File: config.mk
export PLATFORM = sky130hd
export DESIGN_NAME = baud_rate_scheduler
export DESIGN_NICKNAME = d
export VERILOG_FILES = /design/src/rtl/baud_pkg.sv /design/src/rtl/baud_tick_gen.sv /design/src/rtl/baud_rate_scheduler.sv
export SDC_FILE = /design/constraint.sdc
export NUM_CORES = 1
export LEC_CHECK = 0
export CELL_PAD_IN_SITES_DETAIL_PLACEMENT = 2
export CELL_PAD_IN_SITES_GLOBAL_PLACEMENT = 2
export CORE_ASPECT_RATIO = 1.25
export CORE_MARGIN = 2
export CORE_UTILIZATION = 30
export DETAILED_ROUTE_END_ITERATION = 12
export PLACE_DENSITY = 0.85
export SETUP_SLACK_MARGIN = 0.1
export SYNTH_ARGS = -nofsm -noshare
export SYNTH_HDL_FRONTEND = slang
export SYNTH_SLANG_ARGS = --single-unit
File: constraint.sdc
create_clock -name clk -period 4.4 [get_ports clk]
set_clock_uncertainty 0.05 [all_clocks]
set_input_delay 0.88 -clock clk [delete_from_list [all_inputs] [get_ports clk]]
set_output_delay 0.88 -clock clk [all_outputs]
set_load 0.03 [all_outputs]
File: src/rtl/baud_pkg.sv
// Shared types and constants for the UART baud-rate scheduler.
// The state enum is used by the top-level FSM; MIN_DIVISOR bounds the legal divisors.
package baud_pkg;

    localparam int DEFAULT_WIDTH = 32;
    localparam int MIN_DIVISOR   = 2;

    typedef enum logic [1:0] {
        OFF  = 2'd0,
        RUN  = 2'd1,
        PEND = 2'd2
    } state_e;

endpackage

File: src/rtl/baud_tick_gen.sv
// Divide counter producing a one-cycle tick and a 50% clk_div per divisor period.
// 'terminal' marks the edge that ends a period, which the scheduler uses to swap divisors.
module baud_tick_gen
    import baud_pkg::*;
#(
    parameter int WIDTH = DEFAULT_WIDTH
) (
    input  logic             clk,
    input  logic             reset,
    input  logic             enable,
    input  logic [WIDTH-1:0] divisor,
    output logic             terminal,
    output logic             tick,
    output logic             clk_div
);

    logic [WIDTH-1:0] cnt_q, cnt_d;
    logic             tick_q, tick_d;
    logic             div_q, div_d;

    // Compare at full WIDTH; divisor is always >= 2 so divisor-1 never wraps.
    assign terminal = enable && (cnt_q == divisor - WIDTH'(1));

    always_comb begin
        cnt_d  = cnt_q + WIDTH'(1);
        tick_d = 1'b0;
        div_d  = div_q;
        if (!enable) begin
            cnt_d = '0;
            div_d = 1'b0;
        end else if (terminal) begin
            cnt_d  = '0;
            tick_d = 1'b1;
            div_d  = ~div_q;
        end
    end

    always_ff @(posedge clk) begin
        if (reset) begin
            cnt_q  <= '0;
            tick_q <= 1'b0;
            div_q  <= 1'b0;
        end else begin
            cnt_q  <= cnt_d;
            tick_q <= tick_d;
            div_q  <= div_d;
        end
    end

    assign tick    = tick_q;
    assign clk_div = div_q;

endmodule

File: src/rtl/baud_rate_scheduler.sv
// Baud clock controller: arbitrates divisor-change requests from two requesters and
// applies an accepted divisor only at a period boundary so no runt period is produced.
module baud_rate_scheduler
    import baud_pkg::*;
#(
    parameter int          WIDTH         = DEFAULT_WIDTH,
    parameter int unsigned RESET_DIVISOR = 868
) (
    input  logic             clk,
    input  logic             reset,
    input  logic             enable,
    input  logic [1:0]       req_valid,
    input  logic [WIDTH-1:0] req_divisor0,
    input  logic [WIDTH-1:0] req_divisor1,
    output logic [1:0]       req_ready,
    output logic             req_err,
    output logic             tick,
    output logic             clk_div,
    output logic [WIDTH-1:0] cur_divisor,
    output logic             busy
);

    localparam logic [WIDTH-1:0] RESET_DIV_W = WIDTH'(RESET_DIVISOR);

    state_e           state_q, state_d;
    logic [WIDTH-1:0] cur_q, cur_d;
    logic [WIDTH-1:0] pend_q, pend_d;
    logic             ptr_q, ptr_d;

    logic [WIDTH-1:0] req_div [2];
    logic             grant_idx;
    logic [WIDTH-1:0] granted_div;
    logic             xfer;
    logic             terminal;

    assign req_div[0] = req_divisor0;
    assign req_div[1] = req_divisor1;
    assign busy       = (state_q == PEND);

    // A requester wins if it is the only one asking, or if the pointer favours it.
    for (genvar gi = 0; gi < 2; gi++) begin : g_grant
        assign req_ready[gi] = !reset && !busy && req_valid[gi] &&
                               (!req_valid[1-gi] || (ptr_q == 1'(gi)));
    end

    assign grant_idx   = req_ready[1];
    assign granted_div = req_div[grant_idx];
    assign xfer        = |req_ready;
    assign req_err     = xfer && (granted_div < WIDTH'(MIN_DIVISOR));

    always_comb begin
        state_d = state_q;
        cur_d   = cur_q;
        pend_d  = pend_q;
        ptr_d   = ptr_q;
        if (xfer) begin
            ptr_d = ~grant_idx;
        end
        case (state_q)
            PEND: begin
                // With the divider stopped there is no period to finish, so apply at once.
                if (!enable || terminal) begin
                    cur_d   = pend_q;
                    state_d = enable ? RUN : OFF;
                end
            end
            default: begin
                state_d = enable ? RUN : OFF;
                if (xfer && !req_err) begin
                    pend_d  = granted_div;
                    state_d = PEND;
                end
            end
        endcase
    end

    always_ff @(posedge clk) begin
        if (reset) begin
            state_q <= OFF;
            cur_q   <= RESET_DIV_W;
            pend_q  <= '0;
            ptr_q   <= 1'b0;
        end else begin
            state_q <= state_d;
            cur_q   <= cur_d;
            pend_q  <= pend_d;
            ptr_q   <= ptr_d;
        end
    end

    assign cur_divisor = cur_q;

    baud_tick_gen #(
        .WIDTH (WIDTH)
    ) u_tick_gen (
        .clk      (clk),
        .reset    (reset),
        .enable   (enable),
        .divisor  (cur_q),
        .terminal (terminal),
        .tick     (tick),
        .clk_div  (clk_div)
    );

endmodule

# Word level (Yosys, flattened, before mapping)
# Index checks and enable logic that the tools add are counted.
[totals] regBits=101 in_bits=69 out_inout_bits=38
[classes] n_addsub=2 magnitude_cmp=2 eq_ne=3 mux=8 bitwise_logic=6 reduce_logical=22
[op_table] op="32-bit 2-to-1 mux" count=3
[op_table] op="32-bit by 1-bit adder with 32-bit output, second input constant" count=1
[op_table] op="32-bit == test" count=1
[op_table] op="32-bit by 2-bit less-than comparator with 1-bit output, second input constant" count=1
[op_table] op="32-bit by 1-bit subtractor with 32-bit output, second input constant" count=1
[op_table] op="1-bit logical AND" count=8
[op_table] op="1-bit zero test" count=6
[op_table] op="2-bit 2-to-1 mux" count=3
[op_table] op="1-bit NOT" count=5
[op_table] op="2-bit AND reduction" count=2
[op_table] op="2-bit OR reduction" count=2
[op_table] op="1-bit logical OR" count=3
[op_table] op="3-bit OR reduction" count=1
[op_table] op="2-bit == test, second input constant" count=1
[op_table] op="2-bit >= comparator, second input constant" count=1
[op_table] op="1-bit 2-to-1 mux" count=2
[op_table] op="2-bit by 1-bit inequality test with 1-bit output, second input constant" count=1
[op_table] op="1-bit NOT with 2-bit output" count=1

# Logic depth before layout (Yosys ltp)
[depth] ltp_word=15 ltp_mapped=12 mapped_depth_nobuf=10

# Hierarchy
# Synthesis repeated with hierarchy kept, for this count alone.
[unflattened] cells_unflattened=634 hier_area_um2=5546.6
[by_module_without_submodules] mod="baud_tick_gen" n_inst=1 cells_each=340 area_each_um2=2810.2 seq_area_each_um2=680.7
[by_module_without_submodules] mod="baud_rate_scheduler" n_inst=1 cells_each=294 area_each_um2=2736.4 seq_area_each_um2=1341.3

# Worst setup path before layout
# No wires, ideal clock.
[synth_timing] path_type="register to register" start="register cur_q[0], in the netlist cur_divisor[0]" end="register cur_q[5], in the netlist cur_divisor[5]" arrival_ps=3210 path_slack_ps=1068 path_stages_with_launch=13 path_buffers=2 period_less_slack_ps=3332 path_cell_list="dfxtp_1 > inv_1 > ha_1 > or3b_1 > buf_2 > nor2_1 > and4_1 > o211ai_1 > or4_1 > or4_4 > o22ai_4 > buf_12 > mux2i_1"
[synth_via] elab_chain_cells=5
[synth_rtl] item="start, declared" line_no="baud_rate_scheduler.sv:26" rtl="logic [WIDTH-1:0] cur_q, cur_d;"
[synth_rtl] item="start signal, assigned" line_no="baud_rate_scheduler.sv:85" rtl="cur_q <= cur_d;"
[synth_rtl] item="32-bit by 1-bit subtractor with 32-bit output" line_no="baud_tick_gen.sv:22" rtl="assign terminal = enable && (cnt_q == divisor - WIDTH'(1));"
[synth_rtl] item="32-bit == test" line_no="baud_tick_gen.sv:22"
[synth_rtl] item="1-bit logical AND" line_no="baud_tick_gen.sv:22"
[synth_rtl] item="1-bit logical OR" line_no="baud_rate_scheduler.sv:62" rtl="if (!enable || terminal) begin"
[synth_rtl] item="2-bit AND reduction (no source line)"
# No other way between the ends.
# A chain may end at the register's enable or synchronous reset.

# Worst setup path in the final report
[layout_timing] start="input port req_divisor1[30]" end="output port req_err"
[layout_via] elab_chain_cells=5
[layout_rtl] item="start, declared" line_no="baud_rate_scheduler.sv:14" rtl="input logic [WIDTH-1:0] req_divisor1,"
[layout_rtl] item="32-bit 2-to-1 mux (not written as such) (3 in a row)" line_no="baud_rate_scheduler.sv:47" rtl="assign granted_div = req_div[grant_idx];"
[layout_rtl] item="32-bit by 2-bit less-than comparator with 1-bit output" line_no="baud_rate_scheduler.sv:49" rtl="assign req_err = xfer && (granted_div < WIDTH'(MIN_DIVISOR));"
[layout_rtl] item="1-bit logical AND" line_no="baud_rate_scheduler.sv:49"
[layout_rtl] item="end, declared" line_no="baud_rate_scheduler.sv:16" rtl="output logic req_err,"
# No other way between the ends. The select of a mux whose other input is x is not followed.

==> metrics.txt <==
ratio of cells with drive above 1 in the final layout=0.0610; synth top area cells=dfxtp_1, nand2_1, nor2_1; vias in the first global route=a little over 6000; clk sinks=about 100; Die X=around 130 µm; port bufs=106; GPL Wtd Cong=0.875; Synth Area in Simple Gates=0.309; Worst path slowest cell=nor4_1; PostCTS Resize Cnt=0; placed cells=about 1000; register area share after synthesis=0.352; global-route wire length before repair=roughly 33000 µm; CP startpoint kind=input pin; Die Area=between 0.02 and 0.025 mm²; #FFs+latches synth=slightly above 100; Antenna Cells=0; Mapped Nets=between 700 and 800; Synth async-reset ratio=0; Power Density=between 200 and 300 mW/mm²; grt met2 use=0.384; max incr delay on CP=0.71 ns; Clock Latency Late Sink=about 0.36 ns; met3 Track Usage GR=0.0272; GRT Util Overall=0.208; Starting Density=0.306; largest fanout on the critical path=2; top cells by count, synth=nand2_1, nor2_1, dfxtp_1, xnor2_1; critical path data required time=between 3 and 4 ns; number of clock buffers inserted by TritonCTS=9; CP endpoint kind=output port; # rows=56; delay-heaviest family, CP=simple AND/OR/NAND/NOR gates; Max Freq=around 260 MHz; Final setup viols=0; Post-Synth Adder-Cell Area=0.00436; cell taking the most area after synthesis=dfxtp_1; WS Path Type=in -> out; Clk pin slew, worst setup/hold paths=0.07 ns; Power, Total=0.00210 W; Pins Over Slew Limit=0; Die H=159 µm; CTS max path bufs=2; post-synthesis cell area=0.00574 mm²; EDFF count, synth=0; filler instances=around 2200; final hold viol count=0; WL per Instance=around 20 µm; DR DRC count=0; Worst-Margin Slew=~0.8 ns; layer with the highest usage=met2; XOR/XNOR Fraction of Synth Area=0.105; mux cell area share after synthesis=0.0575; Area Growth Syn to Fin=26.4%; Max IR drop VDD=about 0.00017 V; static leakage=roughly 2.4 nW; compound-cell area share of the yosys netlist=0.125; DR vias/cell=roughly 5.5; worst min path class=reg -> reg; depth of the CTS H-tree=3; Final nets=870; initial antenna violation count=0; Setup TNS Final=0 ns; GRT overflow=0; Worst slew margin=0.472; top cell type's share of synthesized area=0.352; CTS tree=built; most common cell in the netlist=nand2_1; final period utilization=0.890; area of the core=approximately 0.019 mm²; First-pass DRT Iterations=6; GR Util met1=0.244; status=complete, no violations; post-route minimum period=approximately 3.9 ns; largest net degree at the start of global routing=56; via count=between 5000 and 6000; Root Buffer=clkbuf_16; ANT nets after route=0; DP Wirelength=~16000 µm; main combinational cell family by area after synthesis=simple AND/OR/NAND/NOR gates; critical path arrival=between 2 and 3 ns; Netlist cell types=58; number of cells produced by synthesis=~710; Synth Warn #=0; CP cell instances=clkdlybuf4s50_1, nor4_1, nand4_1, nor3_1, a21oi_1, nor2_1, buf_4; I/O Pins=between 100 and 150; Buf/Inv on CP=2; total of max-cap violations=0; Routed WL=a little over 20000 µm; Util after Layout=0.386; DR iter-0 viols=~260; syn_area_per_cell=~8.1 µm²; hold-fix buffers at CTS=0; post-CTS setup buffer count=0; RSZ-0062 raised after global routing=no; ys flop type=dfxtp_1; Finished Layout Cells=about 1000
-- tightest hold or removal path: cells and delay by family, from the launching register on --
family	cells	cell delay [ns]
multiplexers	1	0.06
AND/OR/NAND/NOR	1	0.05
flip-flops	1	0.31
-- worst paths after layout --
| path | startpoint | endpoint | slack [ns] | cells past startpoint |
|---|---|---|---|---|
| setup reg to reg | cur_divisor[0]$_SDFFE_PP0P_ | cur_divisor[11]$_SDFFE_PP0P_ | 0.61 | 11 |
| setup / recovery | req_divisor1[30] | req_err | 0.48 | 7 |
| hold / removal | pend_q[30]$_SDFFE_PP0P_ | cur_divisor[30]$_SDFFE_PP0P_ | 0.42 | 2 |
| hold reg to reg | pend_q[30]$_SDFFE_PP0P_ | cur_divisor[30]$_SDFFE_PP0P_ | 0.42 | 2 |
-- registers in the layout, indices dropped and copies added, names as in the netlist --
name	flops
cur_divisor	32
pend_q	32
u_tick_gen.cnt_q	32
state_q	2
ptr_q	1
u_tick_gen.clk_div	1
u_tick_gen.tick	1
-- report_power, final --
| group | total, W | switching [W] | internal, W |
|---|---|---|---|
| logic | 0.000324 | 0.000178 | 0.000146 |
| registers | 0.000984 | 0.0000346 | 0.000950 |
| clock network | 0.000793 | 0.000399 | 0.000394 |
-- routing by layer --
layer	vias to the layer above	routed length, µm
met1	2826	8450
li1	2704	-
met4	0	558
met5	-	0
met3	29	733
met2	128	10800
-- placed cells by master, fill, tap and decap left out, drive strengths merged, types with 5 or more instances in the layout --
cell	Yosys	layout
xnor2	41	41
nand2	137	137
mux2i	33	33
clkdlybuf4s50	0	104
nor3	16	16
nand4	20	20
dfxtp	101	101
or4	6	6
or3	5	5
a311oi	33	33
o21ai	8	8
a21oi	9	9
buf	12	14
clkbuf	31	9
nor2	103	103
inv	11	14
nor2b	5	5
and3	8	8
nand3	19	19
xor2	28	28
nor4	32	32
-- stage by stage --
| stage | setup WS, ns | cell area, µm² | hold slack [ns] |
|---|---|---|---|
| floorplan | 1.07 | 5740 | 0.388 |
| global placement | 0.539 | 6980 | 0.398 |
| detailed placement | 0.437 | 6980 | 0.417 |
| CTS | 0.411 | 7260 | 0.424 |
| global route | 0.401 | 7260 | 0.444 |
| finish | 0.485 | 7260 | 0.419 |
-- cells by family (layout without fill, tap and decap cells) --
kind of cell    Yosys count  in the layout
flops                   101            101
compound gates           88             88
fa+ha+maj                 2              2
mux                      33             33
buf+inv                  54            144
simple gates            366            366
xor+xnor                 69             69
-- area by class of cell --
| type | instances | area [µm²] | area share |
|---|---|---|---|
| well taps | 232 | 290 | 0.0400 |
| multi-input cells | 558 | 3460 | 0.477 |
| clock inverters | 6 | 56.3 | 0.00776 |
| repair buffers | 118 | 1160 | 0.160 |
| clock buffers | 9 | 225 | 0.0310 |
| inverters | 11 | 41.3 | 0.00569 |
| flip-flops and latches | 101 | 2020 | 0.279 |
(Power assumes the default switching activity.)
